==> config.mk <==
export PLATFORM = sky130hd
export DESIGN_NAME = sobel_magnitude
export DESIGN_NICKNAME = d
export VERILOG_FILES = /design/src/rtl/conv_pkg.sv /design/src/rtl/raster_pos_counter.sv /design/src/rtl/sobel_magnitude.sv
export SDC_FILE = /design/constraint.sdc
export NUM_CORES = 1
export LEC_CHECK = 0
export CAP_MARGIN = 40
export CORE_MARGIN = 3
export CORE_UTILIZATION = 45
export CTS_BUF_LIST = sky130_fd_sc_hd__clkbuf_8 sky130_fd_sc_hd__clkbuf_16
export DETAILED_ROUTE_END_ITERATION = 6
export PLACE_DENSITY = 0.65
export RECOVER_POWER = 100
export SLEW_MARGIN = 25
export SYNTH_ARGS = -nofsm -noshare
export SYNTH_HDL_FRONTEND = slang
export SYNTH_SLANG_ARGS = --single-unit
==> constraint.sdc <==
create_clock -name clk -period 3.8 [get_ports clk]
set_input_delay 0.38 -clock clk [delete_from_list [all_inputs] [get_ports clk]]
set_output_delay 0.38 -clock clk [all_outputs]
set_load 0.02 [all_outputs]
==> src/rtl/conv_pkg.sv <==
// rtl/conv_pkg.sv - shared widths, pixel/gradient types and pipeline sideband for the conv datapath
package conv_pkg;

    localparam int DEF_GRAD_W = 11;
    localparam int DEF_BYTE   = 8;

    typedef logic signed [DEF_GRAD_W-1:0] grad_t;
    typedef logic [DEF_BYTE-1:0]          pix_t;

    localparam pix_t PIX_MAX = '1;

    // Travels alongside each pixel so the output stage never looks back at the counters
    typedef struct packed {
        logic border;
        logic sof;
        logic eol;
        logic thr_en;
        pix_t thr;
    } side_t;

endpackage

==> src/rtl/raster_pos_counter.sv <==
// rtl/raster_pos_counter.sv - raster x/y position tracker with border and frame/line markers
module raster_pos_counter #(
    parameter int IMG_W = 2048,
    parameter int IMG_H = 2048,
    localparam int XW = (IMG_W > 1) ? $clog2(IMG_W) : 1,
    localparam int YW = (IMG_H > 1) ? $clog2(IMG_H) : 1
) (
    input  logic clk,
    input  logic reset,
    input  logic adv,
    output logic border,
    output logic sof,
    output logic eol
);

    logic [XW-1:0] x;
    logic [YW-1:0] y;

    logic x_last;
    logic y_last;

    assign x_last = (x == XW'(IMG_W - 1));
    assign y_last = (y == YW'(IMG_H - 1));

    always_ff @(posedge clk) begin
        if (reset) begin
            x <= '0;
            y <= '0;
        end else if (adv) begin
            if (x_last) begin
                x <= '0;
                y <= y_last ? '0 : y + 1'b1;
            end else begin
                x <= x + 1'b1;
            end
        end
    end

    assign border = (x == '0) || x_last || (y == '0) || y_last;
    assign sof    = (x == '0) && (y == '0);
    assign eol    = x_last;

endmodule

==> src/rtl/sobel_magnitude.sv <==
// rtl/sobel_magnitude.sv - Sobel gradient pair to 8-bit edge pixel, 3-stage pipeline with backpressure
module sobel_magnitude
    import conv_pkg::*;
#(
    parameter int IMG_W     = 2048,
    parameter int IMG_H     = 2048,
    parameter int BYTE      = DEF_BYTE,
    parameter int GRAD_W    = DEF_GRAD_W,
    parameter int MAG_SHIFT = 0
) (
    input  logic                     clk,
    input  logic                     reset,
    input  logic                     in_valid,
    output logic                     in_ready,
    input  logic signed [GRAD_W-1:0] gx_in,
    input  logic signed [GRAD_W-1:0] gy_in,
    input  logic                     threshold_en,
    input  logic [BYTE-1:0]          threshold,
    output logic                     out_valid,
    input  logic                     out_ready,
    output logic [BYTE-1:0]          output_pixel,
    output logic                     out_sof,
    output logic                     out_eol
);

    localparam logic [GRAD_W:0] SAT = (GRAD_W + 1)'(2 ** BYTE - 1);

    logic stall;
    logic accept;
    logic pos_border, pos_sof, pos_eol;

    logic              v1;
    logic [GRAD_W-1:0] abs_x, abs_y;
    side_t             sb1;

    logic              v2;
    logic [BYTE-1:0]   mag;
    side_t             sb2;

    logic [GRAD_W-1:0] abs_gx_d, abs_gy_d;
    logic [GRAD_W:0]   sum_d, scaled_d;
    logic [BYTE-1:0]   mag_d;
    logic [BYTE-1:0]   pix_d;

    assign stall    = out_valid && !out_ready;
    assign in_ready = !stall;
    assign accept   = in_valid && in_ready;

    raster_pos_counter #(
        .IMG_W (IMG_W),
        .IMG_H (IMG_H)
    ) u_pos (
        .clk    (clk),
        .reset  (reset),
        .adv    (accept),
        .border (pos_border),
        .sof    (pos_sof),
        .eol    (pos_eol)
    );

    // Negating the most negative code wraps to 2^(GRAD_W-1), which reads correctly as unsigned
    always_comb begin
        abs_gx_d = gx_in[GRAD_W-1] ? GRAD_W'(-gx_in) : GRAD_W'(gx_in);
        abs_gy_d = gy_in[GRAD_W-1] ? GRAD_W'(-gy_in) : GRAD_W'(gy_in);
    end

    always_comb begin
        sum_d    = {1'b0, abs_x} + {1'b0, abs_y};
        scaled_d = sum_d >> MAG_SHIFT;
        mag_d    = (scaled_d > SAT) ? BYTE'(PIX_MAX) : scaled_d[BYTE-1:0];
    end

    always_comb begin
        pix_d = '0;
        if (sb2.border) begin
            pix_d = '0;
        end else if (sb2.thr_en) begin
            pix_d = (mag >= sb2.thr) ? BYTE'(PIX_MAX) : '0;
        end else begin
            pix_d = mag;
        end
    end

    always_ff @(posedge clk) begin
        if (reset) begin
            v1           <= 1'b0;
            abs_x        <= '0;
            abs_y        <= '0;
            sb1          <= '0;
            v2           <= 1'b0;
            mag          <= '0;
            sb2          <= '0;
            out_valid    <= 1'b0;
            output_pixel <= '0;
            out_sof      <= 1'b0;
            out_eol      <= 1'b0;
        end else if (!stall) begin
            v1         <= accept;
            abs_x      <= abs_gx_d;
            abs_y      <= abs_gy_d;
            sb1.border <= pos_border;
            sb1.sof    <= pos_sof;
            sb1.eol    <= pos_eol;
            sb1.thr_en <= threshold_en;
            sb1.thr    <= threshold;

            v2  <= v1;
            mag <= mag_d;
            sb2 <= sb1;

            out_valid    <= v2;
            output_pixel <= pix_d;
            out_sof      <= v2 && sb2.sof;
            out_eol      <= v2 && sb2.eol;
        end
    end

endmodule

==> impl_results.md <==
* IO Pins at 47
* Routed wire per std cell at 13.1 microns
* Final period utilization at 75.1%
* Post-CTS Setup Repair Bufs at 0
* Cts repair resizes at 0
* Post-synth top area cell: dfxtp_1
* Synth Cell Area at 0.00440 sq mm
* Fill cell count at 929
* Port bufs at 46
* Iter 0 DRT Violations at 92
* Initial antenna violation count at 0
* Area growth, synth to finish at 16.2%
* Crit-path max cell delay at 0.84 ns
* Lkg Pwr at 2.08 nW
* Yosys cell types at 51
* Sink Count at 89
* Slew of the pin with the lowest slew margin at 1.70 ns
* Most frequent cell after synthesis: dfxtp_1
* HP Start: sb2[10]$_SDFFE_PP0N_
* Die Span X at 105 microns
* N_diodes at 0
* Hold Crit Class: register to register
* Gpl congestion at 0.809
* Clock tree buffer depth at 2
* Hold-fix buffers, CTS at 0
* Maximum vdd drop at 144 uV
* CTS tree: done
* Via-per-instance ratio at 5.22
* Failing checks: max-capacitance violations, max-slew violations
* Core ar. at 0.00937 sq mm
* Syn avg cell area at 8.32 sq um
* Cell Pwr Density at 384 mW/mm^2
* Highest clock rate at 350 MHz
* Clk_lat worst skew at 0.37 ns
* Largest net degree at the start of global routing at 47
* Critical Path AT at 2.47 ns
* Synth top cells by count: dfxtp_1, nand2_1, nor2_1
* Seq/Total Area, Yosys at 40.5%
* Relative slew slack at -13.3%
* Full die area at 0.0110 sq mm
* Critical R2R Launch: abs_y[0]$_SDFFE_PP0N_
* Antenna-violating nets left at 0
* Asr flop ratio synth at 0%
* Final Core Density at 54.5%
* Minimum clock period at 2.85 ns
* Synth area leaders: dfxtp_1, ha_1, nand2_1, xor2_1, a21oi_1
* RSZ-0062 raised after global routing: false
* Detailed placement HPWL at 6.72 mm
* Post-synth EDFFs at 0
* Sum Neg Setup Slack at 0 ns
* First-pass GRT wire length at 15.7 mm
* Die height at 105 microns
* Crit-path max FO at 31
* WL final at 9.15 mm
* DRC errors left at 0
* Crit-path cells: dlygate4sd3_1 -> nor2b_1 -> inv_1 -> dlygate4sd3_1
* Finish-stage setup viols at 0
* Vias in the first global route at 3,479
* Final hold vios at 0
* Yosys reg bits at 89
* Clk slew on worst S/H paths at 0.10 ns
* Starting Density at 46.9%
* Critical Path Start Type: primary input
* Syn_nets at 589
* Slew Limit Fails at 38
* Root Buffer: clkbuf_8
* Share of layout cells above drive strength 1 at 4.57%
* Detailed Routing Iterations Pass 1 at 4
* Vias at 3,642
* CP max stage cell: dlygate4sd3_1
* Max Cap Viol at 1
* Clk_skew at 0.0109 ns
* Worst setup path category: primary input to primary output
* Synth Warn # at 0
* CP startpoint: out_ready
* H-Tree Depth at 3
* Placement Rows at 35
* Status: finished, violations left
* Prevailing post-synth register cell: dfxtp_1
* Most frequent CP cell: dlygate4sd3_1
* Yosys top cell area share at 40.5%
* Inserted Clock Buffers at 9
* Total track usage at 17.1%
* Syn Inst Count at 528
* CP Capture Type: primary output
* Worst path required time at 3.42 ns
* Nets at 625
* Grt total ovfl at 0
path summary, 6_finish.rpt:
| check | to | slack (ns) | cells past startpoint |
|---|---|---|---|
| min reg2reg | out_sof$_SDFFE_PP0N_ | 0.46 | 2 |
| min | out_sof$_SDFFE_PP0N_ | 0.46 | 2 |
| max | in_ready | 0.95 | 4 |
| max reg2reg | mag[0]$_SDFFE_PP0N_ | 1.08 | 9 |
critical path: cells and delay by family:
kind          cells  cell delay, ns
simple gates      1            0.05
buf+inv           3            2.03
report_power, final:
group | internal (W) | switching [W] | leakage (nW)
Clock | 0.000243 | 0.000357 | 0.0880
Sequential | 0.000991 | 0.0000391 | 0.733
Combinational | 0.000153 | 0.000177 | 1.26
Total | 0.00139 | 0.000574 | 2.08
placed cells by master, fill, tap and decap left out, types with 4 or more instances in the layout:
cell type	instances
dfxtp_1	89
nand2_1	76
a21oi_1	47
dlygate4sd3_1	13
nor2_1	49
and4_1	4
inv_1	27
o31ai_1	4
and3_1	4
a21o_1	7
nand2b_1	5
a211oi_1	18
nand4_1	9
nor2b_1	4
clkdlybuf4s50_1	32
nor3_1	9
or3_1	5
xor2_1	31
nand3_1	7
o21ai_0	34
xnor2_1	8
clkbuf_8	9
nor4_1	5
ha_1	25
routing by layer:
metal	share of wire, %	GRT usage [%]	up-vias
li1	-	-	1911
met5	0	0	-
met3	2.5	3.03	13
met4	1.9	6.75	0
met1	51	22.6	1678
met2	45	27.9	40
cell families after synthesis:
group | Yosys count | share of synthesized area, %
compound gates | 135 | 19.2
buf+inv | 50 | 4.30
fa+ha+maj | 26 | 7.57
mux | 3 | 0.712
flops | 89 | 40.5
simple gates | 186 | 19.9
xor+xnor | 39 | 7.77
area by class of cell:
class,count,area (sq um),area share [%]
Clock buffer,9,124,2.43
Clock inverter,7,53.8,1.05
Inverter,26,97.6,1.91
Multi-Input combinational cell,389,2420,47.3
Sequential cell,89,1780,34.9
Tap cell,129,161,3.16
Timing Repair Buffer,49,472,9.24
flip-flops by register name, indices dropped and copies added, names as in the netlist:
name	flops
abs_x	11
abs_y	11
mag	8
out_eol	1
out_sof	1
out_valid	1
output_pixel	8
sb1	12
sb2	12
u_pos.x	11
u_pos.y	11
v1	1
v2	1
stage by stage:
step | area, sq um | std cells | hold WS [ns] | worst slack [ns] | total power, W
4_1_cts | 5120 | 698 | 0.461 | 1.13 | 0.00199
2_1_floorplan | 4400 | 528 | 0.429 | 1.43 | 0.00127
5_1_grt | 5110 | 698 | 0.473 | 0.700 | 0.00207
3_3_place_gp | 4950 | 682 | 0.437 | 1.15 | 0.00138
3_5_place_dp | 4950 | 682 | 0.446 | 1.11 | 0.00139
6_report | 5110 | 698 | 0.456 | 0.946 | 0.00196
(Power assumes the default switching activity.)
